$ cat config.mk
export PLATFORM = sky130hd
export DESIGN_NAME = ripple_carry_adder
export DESIGN_NICKNAME = d
export VERILOG_FILES = /design/src/rtl/ripple_carry_adder.sv
export SDC_FILE = /design/constraint.sdc
export NUM_CORES = 1
export LEC_CHECK = 0
export BUFFER_PORTS_ARGS = -buffer_cell sky130_fd_sc_hd__buf_2
export CAP_MARGIN = 15
export CORE_AREA = 2 2 39 41
export DETAILED_ROUTE_END_ITERATION = 10
export DIE_AREA = 0 0 41 43
export GPL_ROUTABILITY_DRIVEN = 0
export PLACE_DENSITY = 0.51
export SYNTH_ARGS = -nofsm -noshare
export SYNTH_HDL_FRONTEND = slang
export SYNTH_SLANG_ARGS = --single-unit
$ cat constraint.sdc
create_clock -name clk -period 2.9 [get_ports clk]
set_input_delay 0.58 -clock clk [delete_from_list [all_inputs] [get_ports clk]]
set_output_delay 0.58 -clock clk [all_outputs]
set_load 0.03 [all_outputs]
$ cat src/rtl/ripple_carry_adder.sv
// WIDTH-bit ripple-carry adder with registered Sum/Co/Ovf and a valid strobe.
// Optional: define RCA_IN_REG_EN to register the operands before the carry chain (latency 2).
module ripple_carry_adder #(
  parameter int WIDTH = 4
) (
  input  logic             clk,
  input  logic             rst_n,
  input  logic             in_valid,
  input  logic [WIDTH-1:0] Aarr,
  input  logic [WIDTH-1:0] Barr,
  input  logic             C,
  output logic             out_valid,
  output logic [WIDTH-1:0] Sum,
  output logic             Co,
  output logic             Ovf
);

  logic [WIDTH-1:0] a;
  logic [WIDTH-1:0] b;
  logic             cin;
  logic             valid;

`ifdef RCA_IN_REG_EN
  // Input stage cut: reset clears it so a discarded operation never reaches the output.
  always_ff @(posedge clk) begin
    if (!rst_n) begin
      a     <= '0;
      b     <= '0;
      cin   <= 1'b0;
      valid <= 1'b0;
    end else begin
      a     <= Aarr;
      b     <= Barr;
      cin   <= C;
      valid <= in_valid;
    end
  end
`else
  assign a     = Aarr;
  assign b     = Barr;
  assign cin   = C;
  assign valid = in_valid;
`endif

  logic [WIDTH:0]   carry;
  logic [WIDTH-1:0] sum_c;
  logic             ovf_c;

  assign carry[0] = cin;

  // One explicit full-adder cell per bit; carry[i] is the carry into bit i.
  for (genvar i = 0; i < WIDTH; i++) begin : g_fa
    assign sum_c[i]   = a[i] ^ b[i] ^ carry[i];
    assign carry[i+1] = (a[i] & b[i]) | (carry[i] & (a[i] ^ b[i]));
  end

  assign ovf_c = carry[WIDTH] ^ carry[WIDTH-1];

  always_ff @(posedge clk) begin
    if (!rst_n) begin
      out_valid <= 1'b0;
      Sum       <= '0;
      Co        <= 1'b0;
      Ovf       <= 1'b0;
    end else begin
      out_valid <= valid;
      if (valid) begin
        Sum <= sum_c;
        Co  <= carry[WIDTH];
        Ovf <= ovf_c;
      end
    end
  end

endmodule

-- After elaboration in Yosys (flattened, before gate mapping)
Cells that the tools add are included.
- bitwise gates (word level): 21
- operators with widths (cell ; count):
    $xor A1 B1 Y1 ; 9
    $and A1 B1 Y1 ; 8
    $or A1 B1 Y1 ; 4
- word-level logic and storage cells: 25
- register bits: 7
- bits of input ports: 12
- output and inout port bits: 7

-- Longest topological paths before layout
- depth in word-level cells: 10
- mapped depth: 9
- depth with buffers taken out: 9

-- Least setup slack after synthesis
Ideal clock, no wire load.
- path type: input port to flip-flop
- start: input C
- end: register Sum[3]
- cell stages on the path: 9
- path buffers: 0
- library setup time: 58 ps
- slack: 569 ps
- required time: 2842 ps
- data arrival time: 2273 ps
- cell sequence: fa_1 inv_1 fa_1 inv_1 fa_1 inv_1 fa_1 nand2_1 o211a_1
- cells in the longest elaborated chain, start to end: 7
- RTL lines (element ; RTL line ; text):
    start, declared ; 11 ; input logic C,
    $and A1 B1 Y1 ; 54 ; assign carry[i+1] = (a[i] & b[i]) | (carry[i] & (a[i] ^ b[i]));
    $or A1 B1 Y1 ; 54 ;
    $and A1 B1 Y1 ; 54 ;
    $or A1 B1 Y1 ; 54 ;
    $and A1 B1 Y1 ; 54 ;
    $or A1 B1 Y1 ; 54 ;
    $xor A1 B1 Y1 ; 53 ; assign sum_c[i] = a[i] ^ b[i] ^ carry[i];
    end signal, assigned ; 68 ; Sum <= sum_c;
    end, declared ; 13 ; output logic [WIDTH-1:0] Sum,
Every way passes these cells.
A chain may end at the register's enable or synchronous reset.

-- Worst setup path after layout
Ends and elaborated chain as after synthesis.

==> results.yml <==
place:
  port_buffers: 18
  dp_worst_setup_slack_ns: 0.388
  hpwl_um: 485
layout:
  area_delta_synth_final_pct: 34.4
  n_antenna_cell: 0
  drive_above_1_share_pct: 40.7
  nNetsFinal: 71
clocking:
  cts.sinks: 7
  clk_pin_slew_ns: 0.06
  cts_buffers: 3
  worstSkewPairLatency_ns: 0.25
  clockRootBuffer: "clkbuf_4"
  cts_resized: 0
  htreeDepth: 1
  clock_path_buffers: 2
  cts_tree: "yes"
  ctsHoldBuffers: 0
  postCtsSetupBuffers: 0
timing:
  fin_crit_ns: 2.24
  fin_tns_setup_ns: 0
  rsz0062_at_grt: "false"
  finalMaxSlewViolations: 0
  hold_viol_final: 0
  max_freq_mhz: 447
  relSlewSlack_pct: 87.3
  setup_violations: 0
  tightest_slew_ns: 0.190
  finalCritPeriodShare_pct: 77.1
  worst_slack_ns: 0.663
  skew_ns: 0
die:
  io_pins: 19
  dieHeight_um: 43
  start_util_pct: 26.3
  rows: 14
  core-area_sq_mm: 0.00138
  die_x_um: 41
  design.die.area_sq_mm: 0.00176
synth:
  synth_warnings: 0
  syn_nets: 49
  avgSynthCellArea_sq_um: 11.0
  synth.largest_area_cell: "dfxtp_1"
  yosysSeqAreaShare_pct: 38.5
  synth_cells: 33
  ys_top_cells_by_area: "dfxtp_1 (38%), fa_1 (22%), o211a_1 (8.2%)"
  yosysTopAreaCellShare_pct: 38.5
  ys_types: 11
  synth_seq_cells: 7
  syn_area_sq_um: 364
pwr:
  p_sw_mw: 0.0833
  p_comb_share_pct: 24.8
  ir_worst_vdd_mv: 0.190
  clkPwrFrac_pct: 34.7
  internal_power_mw: 0.186
  total_power_mw: 0.269
  p_leak_nw: 0.282
  switching_share_pct: 31.0
  pwr-share-seq_pct: 40.5
  p_per_area_mw_per_mm2: 550
global_routing:
  grt_use_total_pct: 9.32
  grt_max_degree: 11
  use_met1_pct: 11.3
  busiest_layer: "met1"
  gr-total-overflow: 0
  grtUsageMet2_pct: 10.6
  antenna_found_initial: 0
  met3_usage_pct: 6.28
  grt_first_pass_wirelength_um: 993
  grt_pass1_vias: 234
route:
  drc: 0
  vias: 281
  detail-route-antenna-nets: 0
  wl_per_cell_um: 8.91
  wirelength_um: 624
  drtIter0Drc: 1
  dr.pass1.iters: 4
  via_per_inst: 4.01
critical_path:
  path_max_fanout: 2
  path_class: "in2reg"
  end_kind: "flop"
  worstPathRequired_ns: 3.11
  worstPathArrival_ns: 2.44
  start_kind: "input pin"
  reg2reg_from: "Ovf"
  reg2regPathDepth: 2
  startpoint: "C"
run_status:
  status: "finished, final reports clean"
flow_run:
  drv_cap: 0
hold_path:
  min-delay-start: "Co"
  hold_class: "reg2reg"
  hold_depth: 1
-- worst max-delay path: stages --
cell and delay, ns:
buf_2 0.11, fa_1 0.40, inv_1 0.07, fa_1 0.15, inv_1 0.05, fa_1 0.39
inv_1 0.09, fa_1 0.40, nand2_1 0.08, o211a_1 0.13
-- power by group through the flow --
| stage | registers (mW) | clock network, mW | logic [mW] |
|---|---|---|---|
| global placement | 0.111 | 0 | 0.0682 |
| global route | 0.110 | 0.104 | 0.0746 |
| floorplan | 0.129 | 0 | 0.0294 |
| detailed placement | 0.111 | 0 | 0.0679 |
| CTS | 0.109 | 0.0979 | 0.0681 |
| finish | 0.109 | 0.0934 | 0.0667 |
-- per-stage QoR --
step           area [sq um]  hold slack [ns]  util, %  std cells
6_report                489            0.476     35.4         70
4_1_cts                 489            0.479     35.4         70
5_1_grt                 489            0.500     35.4         70
3_5_place_dp            463            0.467     33.5         66
3_3_place_gp            463            0.467     33.5         66
2_1_floorplan           364            0.640        -         33
-- path summary, 6_finish.rpt --
| kind | end | slack [ns] |
|---|---|---|
| setup / recovery | Sum[3] | 0.66 |
| hold / removal | Co | 0.48 |
| setup reg to reg | Ovf | 2.15 |
| hold reg to reg | Co | 0.48 |
-- synthesized netlist by cell type --
library cell  count
a22o_1            1
and2_4            1
buf_6             1
dfxtp_1           7
fa_1              4
inv_1             7
mux2i_1           2
nand2_1           3
nor2b_1           3
o211a_1           3
xnor2_1           1
-- kinds of logic after synthesis --
family / share of synthesized area [%]
DFF: 38.5
xor gates and xnor gates: 2.41
buffers and inverters: 10.3
muxes: 5.50
adders and majority gates: 22.0
and+or+nand+nor: 10.7
AOI/OAI and AO/OA: 10.7
-- per-layer routing --
layer  share of wire [%]  wire length [um]
met1                  44               275
met2                  43               266
met3                  11                70
met4                 1.9                12
met5                   0                 0
-- sequential cells by signal, summed over array words and instances, names as in the netlist --
signal	count
Co	1
Ovf	1
Sum	4
out_valid	1
-- layout by cell type (no fill, tap or decap), types with 2 or more instances in the layout --
cell type,count
fa_1,4
mux2i_1,2
nand2_1,3
dfxtp_1,7
nor2b_1,3
o211a_1,3
inv_1,7
buf_2,18
clkbuf_4,3
-- final cells by class --
class	count	area, sq um
clock buffers	4	26.3
fillers	156	895
inverters	7	26.3
multi-input cells	18	186
flip-flops and latches	7	140
well taps	16	20.0
repair buffers	18	90.1
(Power assumes the default switching activity.)
